===== src/rtl/alu_ctrl_fsm.sv =====
// Multi-cycle controller for a 4-bit combinational ALU: accepts 10-bit instructions,
// sequences DECODE/EXEC/WB, keeps a 4x4 register file and reports result and flags.
module alu_ctrl_fsm #(
  parameter int DATA_W   = 4,
  parameter int NUM_REGS = 4
) (
  input  logic              clk,
  input  logic              rst_n,
  input  logic              instr_valid,
  output logic              instr_ready,
  input  logic [9:0]        instr,
  output logic [DATA_W-1:0] alu_a,
  output logic [DATA_W-1:0] alu_b,
  output logic [1:0]        alu_sel,
  input  logic [DATA_W-1:0] alu_out,
  input  logic              alu_carry,
  input  logic              alu_zero,
  input  logic              alu_ovf,
  output logic [DATA_W-1:0] result,
  output logic [2:0]        flags,
  output logic              done,
  output logic              illegal,
  input  logic [1:0]        dbg_addr,
  output logic [DATA_W-1:0] dbg_data
);

  typedef enum logic [1:0] {
    S_IDLE   = 2'd0,
    S_DECODE = 2'd1,
    S_EXEC   = 2'd2,
    S_WB     = 2'd3
  } state_t;

  localparam logic [1:0] CLS_ALU = 2'b00;
  localparam logic [1:0] CLS_LDI = 2'b01;
  localparam logic [1:0] CLS_NOP = 2'b10;
  localparam logic [1:0] CLS_ILL = 2'b11;

  state_t            state_q, state_d;
  logic [9:0]        ir_q, ir_d;
  logic [DATA_W-1:0] regs_q [NUM_REGS];
  logic [DATA_W-1:0] regs_d [NUM_REGS];
  logic [DATA_W-1:0] alu_a_q, alu_a_d;
  logic [DATA_W-1:0] alu_b_q, alu_b_d;
  logic [1:0]        alu_sel_q, alu_sel_d;
  logic [DATA_W-1:0] hold_out_q, hold_out_d;
  logic [2:0]        hold_flags_q, hold_flags_d;
  logic [DATA_W-1:0] result_q, result_d;
  logic [2:0]        flags_q, flags_d;
  logic              done_q, done_d;
  logic              illegal_q, illegal_d;
  logic              instr_ready_q, instr_ready_d;

  logic [1:0] ir_cls_s;
  logic [1:0] ir_rd_s;
  logic [1:0] ir_rs_s;
  logic [1:0] ir_rt_s;

  assign ir_cls_s = ir_q[9:8];
  assign ir_rd_s  = ir_q[5:4];
  assign ir_rs_s  = ir_q[3:2];
  assign ir_rt_s  = ir_q[1:0];

  // Next-state and next-output computation for every flop
  always_comb begin
    state_d       = state_q;
    ir_d          = ir_q;
    regs_d        = regs_q;
    alu_a_d       = alu_a_q;
    alu_b_d       = alu_b_q;
    alu_sel_d     = alu_sel_q;
    hold_out_d    = hold_out_q;
    hold_flags_d  = hold_flags_q;
    result_d      = result_q;
    flags_d       = flags_q;

    case (state_q)
      S_IDLE: begin
        if (instr_valid && instr_ready_q) begin
          ir_d    = instr;
          state_d = S_DECODE;
        end else begin
          state_d = S_IDLE;
        end
      end
      S_DECODE: begin
        // Operands are read before this instruction's writeback, so rd == rs/rt is safe
        if (ir_cls_s == CLS_ALU) begin
          alu_a_d   = regs_q[ir_rs_s];
          alu_b_d   = regs_q[ir_rt_s];
          alu_sel_d = ir_q[7:6];
          state_d   = S_EXEC;
        end else begin
          state_d   = S_WB;
        end
      end
      S_EXEC: begin
        hold_out_d   = alu_out;
        hold_flags_d = {alu_carry, alu_zero, alu_ovf};
        state_d      = S_WB;
      end
      S_WB: begin
        case (ir_cls_s)
          CLS_ALU: begin
            regs_d[ir_rd_s] = hold_out_q;
            result_d        = hold_out_q;
            flags_d         = hold_flags_q;
          end
          CLS_LDI: begin
            regs_d[ir_rd_s] = ir_q[3:0];
            result_d        = ir_q[3:0];
          end
          CLS_NOP: begin
            result_d = result_q;
          end
          CLS_ILL: begin
            result_d = result_q;
          end
          default: begin
            result_d = result_q;
          end
        endcase
        state_d = S_IDLE;
      end
      default: begin
        state_d = S_IDLE;
      end
    endcase

    // Status outputs are registered copies of what the next state implies
    instr_ready_d = (state_d == S_IDLE);
    done_d        = (state_d == S_WB);
    illegal_d     = (state_d == S_WB) && (ir_d[9:8] == CLS_ILL);
  end

  // Controller state, register file and registered outputs
  always_ff @(posedge clk) begin
    if (!rst_n) begin
      state_q       <= S_IDLE;
      ir_q          <= 10'd0;
      regs_q        <= '{default: '0};
      alu_a_q       <= '0;
      alu_b_q       <= '0;
      alu_sel_q     <= 2'd0;
      hold_out_q    <= '0;
      hold_flags_q  <= 3'd0;
      result_q      <= '0;
      flags_q       <= 3'd0;
      done_q        <= 1'b0;
      illegal_q     <= 1'b0;
      instr_ready_q <= 1'b1;
    end else begin
      state_q       <= state_d;
      ir_q          <= ir_d;
      regs_q        <= regs_d;
      alu_a_q       <= alu_a_d;
      alu_b_q       <= alu_b_d;
      alu_sel_q     <= alu_sel_d;
      hold_out_q    <= hold_out_d;
      hold_flags_q  <= hold_flags_d;
      result_q      <= result_d;
      flags_q       <= flags_d;
      done_q        <= done_d;
      illegal_q     <= illegal_d;
      instr_ready_q <= instr_ready_d;
    end
  end

  assign instr_ready = instr_ready_q;
  assign alu_a       = alu_a_q;
  assign alu_b       = alu_b_q;
  assign alu_sel     = alu_sel_q;
  assign result      = result_q;
  assign flags       = flags_q;
  assign done        = done_q;
  assign illegal     = illegal_q;
  assign dbg_data    = regs_q[dbg_addr];

endmodule

===== config.mk =====
export PLATFORM = sky130hd
export DESIGN_NAME = alu_ctrl_fsm
export DESIGN_NICKNAME = d
export VERILOG_FILES = /design/src/rtl/alu_ctrl_fsm.sv
export SDC_FILE = /design/constraint.sdc
export NUM_CORES = 1
export LEC_CHECK = 0
export ABC_AREA = 1
export BUFFER_PORTS_ARGS = -buffer_cell sky130_fd_sc_hd__buf_2
export CAP_MARGIN = 20
export CORE_MARGIN = 4
export CORE_UTILIZATION = 40
export CTS_CLUSTER_SIZE = 24
export DETAILED_ROUTE_END_ITERATION = 6
export GPL_TIMING_DRIVEN = 1
export PLACE_DENSITY_LB_ADDON = 0.05
export SLEW_MARGIN = 40
export SYNTH_ARGS = -nofsm -noshare
export SYNTH_HDL_FRONTEND = slang
export SYNTH_SLANG_ARGS = --single-unit

===== constraint.sdc =====
create_clock -name clk -period 1.1 [get_ports clk]
set_input_delay 0.11 -clock clk [delete_from_list [all_inputs] [get_ports clk]]
set_output_delay 0.11 -clock clk [all_outputs]
set_load 0.05 [all_outputs]

==> impl_metrics.ini <==
[placed_design]
hpwlAfterDp_um = 4750
gp_congestion = 0.799
portBuffers = 45

[critical_path]
setup.worst_path.class = flip-flop to primary output
crit_path_max_fanout = 2
slowest_stage = dfxtp_2
slowest_delay_ns = 0.35
cp.arrival_ns = 1.17
critPathLaunchType = flip-flop
crit_buf_inv = 2
cp_cell_sequence = inv_2, o21ai_2, a21oi_2, a21oi_4, buf_6
r2r_slack_ns = -0.17
cpLargestDelayFamily = flip-flops
cp-end-kind = primary output
critical_path_required_ns = 0.99

[timing]
setup_tns_ns = -4.46
fmax_ghz = 0.780
hold_viol = 0
drv_slew = 0
slew_headroom = 0.758
final.period_utilization = 1.17
rsz0062_at_grt = true
max_slew.worst_pin.slew_ns = 0.363
fin_ws_ns = -0.182
fin_crit_ns = 1.28
fin_skew_ns = 0.00570
setup_viol = 54

[power]
peakVddDrop_mv = 1.68
power.density_nw_per_um2 = 2380
leakage_nw = 1.70
report.power.total_w = 0.00906

[synthesis]
synth_area_leader_cell = dfxtp_1
yosysMostFrequentCell = nor2_1
yosysWarningCount = 0
syn_area_um2 = 2520
ys_ff_latch = 55
async_flop_share = 0
synth_fp_nets = 397
synth_cell_types = 21
yosys.area.top_type_share = 0.437
synth-seq-area-share = 0.437
synth-main-ff-cell = dfxtp_1
yosys-top-cells-count = 83 x nor2_1, 60 x nand2_1, 55 x dfxtp_1
synth_edf_count = 0
yosys-top-cells-area = dfxtp_1 44%, nor2_1 12%, nand2_1 8.9%
syn_inst = 370
syn_avg_cell_area_um2 = 6.80

[grt]
grt_usage = 0.190
grt_pass1_wl_um = 11500
grt_remaining_overflow = 0
grt_max_degree = 32
antenna_found_initial = 0
grt_pass1_vias = 2578

[clock_network]
cts-buffers-inserted = 5
htreeDepth = 2
cts_sinks = 55
cts-root-buf = clkbuf_8
clockBufferDepth = 2
clk_latency_ns = 0.31
path_clk_slew_ns = 0.10
cts_tree = yes

[layout]
diodes = 0
drive_gt1_frac = 0.446
final_util = 0.632
fin_nets = 481
areaGrowthSynthToFinish_pct = 51.2

[die]
fp.dieArea_um2 = 7630
die_h_um = 87.3
start_util = 0.418
design.portCount = 46
core_area_um2 = 6030
rows = 28
fp.dieW_um = 87.3

[routing]
ant_nets = 0
firstDrtPassIters = 4
drc_errors = 0
vias_per_cell = 4.82
vias = 2553
drt-initial-drc-count = 92
wl_per_cell_um = 12.3
routed_wl_um = 6540

[job]
cap_violations = 0

[outcome]
failed_checks = negative setup slack
run_status = finished with violations

[worst_hold_path]
hp-class = input pin to flip-flop
-- timing repair --
item,CTS,global route
hold buffers,0,0
setup endpoints to repair,57,60
hold endpoints to repair,0,0
buffers inserted,6,3
pin swaps,48,13
gates cloned,1,0
gates resized for setup,115,48
-- metrics by stage --
step	worst slack, ns	area [um2]	hold slack [ns]	cells
finish	-0.182	3810	0.0202	530
global route	-0.255	3810	0.0178	530
CTS	-0.188	3630	0.0104	528
detailed placement	-0.124	3180	0.335	513
global placement	-0.116	3180	0.332	513
floorplan	-0.0270	2600	0.245	370
-- tightest hold or removal path, delay by kind of cell --
kind,cells,cell delay [ns]
buffers and inverters,1,0.07
and+or+nand+nor,2,0.11
-- final cells by class --
cell class / instances / area (um2)
fillers: 541 / 2220
multi-input cells: 251 / 1570
flip-flops and latches: 55 / 1120
repair buffers: 88 / 713
inverters: 53 / 226
well taps: 75 / 93.8
clock buffers: 6 / 72.6
clock inverters: 2 / 12.5
-- flip-flops by register name, indices dropped and copies added, names as in the netlist --
register,flops
illegal,1
alu_b,4
instr_ready,1
flags,3
hold_flags_q,3
state_q,2
ir_q,10
alu_a,4
alu_sel,2
regs_q,16
hold_out_q,4
result,4
done,1
-- layer usage --
metal / global-route usage / wire, um / share of wire
met1: 0.240 / 2980 / 0.46
met2: 0.327 / 3240 / 0.50
met3: 0.0360 / 225 / 0.034
met4: 0.0530 / 95 / 0.015
met5: 0 / 0 / 0
-- kinds of logic after synthesis --
| kind of cell | Yosys count | share of synthesized area |
|---|---|---|
| AND/OR/NAND/NOR | 168 | 0.268 |
| AO/OA/AOI/OAI | 78 | 0.170 |
| buffers and inverters | 64 | 0.0994 |
| flip-flops | 55 | 0.437 |
| adder cells (fa/ha/maj) | 5 | 0.0249 |
-- layout by cell type, fill, tap and decap left out, types with 4 or more instances in the layout --
cell type   n
nand2_1    57
nor2_1     56
dfxtp_1    46
inv_1      37
buf_2      35
buf_4      29
o21ai_2    21
nor2_2     21
a21oi_1    14
o21ai_1    12
buf_6      12
inv_2      10
nor2_4     10
nand3_1    10
o21ai_0     9
o211ai_1    8
a21oi_2     7
dfxtp_2     7
nand3_2     6
buf_12      6
clkbuf_8    5
clkbuf_4    5
ha_4        4
-- worst paths after layout --
check / startpoint / cells past startpoint / endpoint
worst max-delay path: regs_q[8] / 5 / dbg_data[0]
worst min-delay path: alu_out[0] / 3 / hold_out_q[0]
worst max register to register: state_q[1] / 9 / result[0]
worst min register to register: ir_q[7] / 2 / alu_sel[1]
-- power by group --
| part | total (W) | internal, W | switching, W |
|---|---|---|---|
| clock | 0.00111 | 0.000447 | 0.000659 |
| combinational | 0.00504 | 0.00201 | 0.00302 |
| sequential | 0.00292 | 0.00253 | 0.000393 |
No activity file was read; power rests on OpenSTA's default activity.
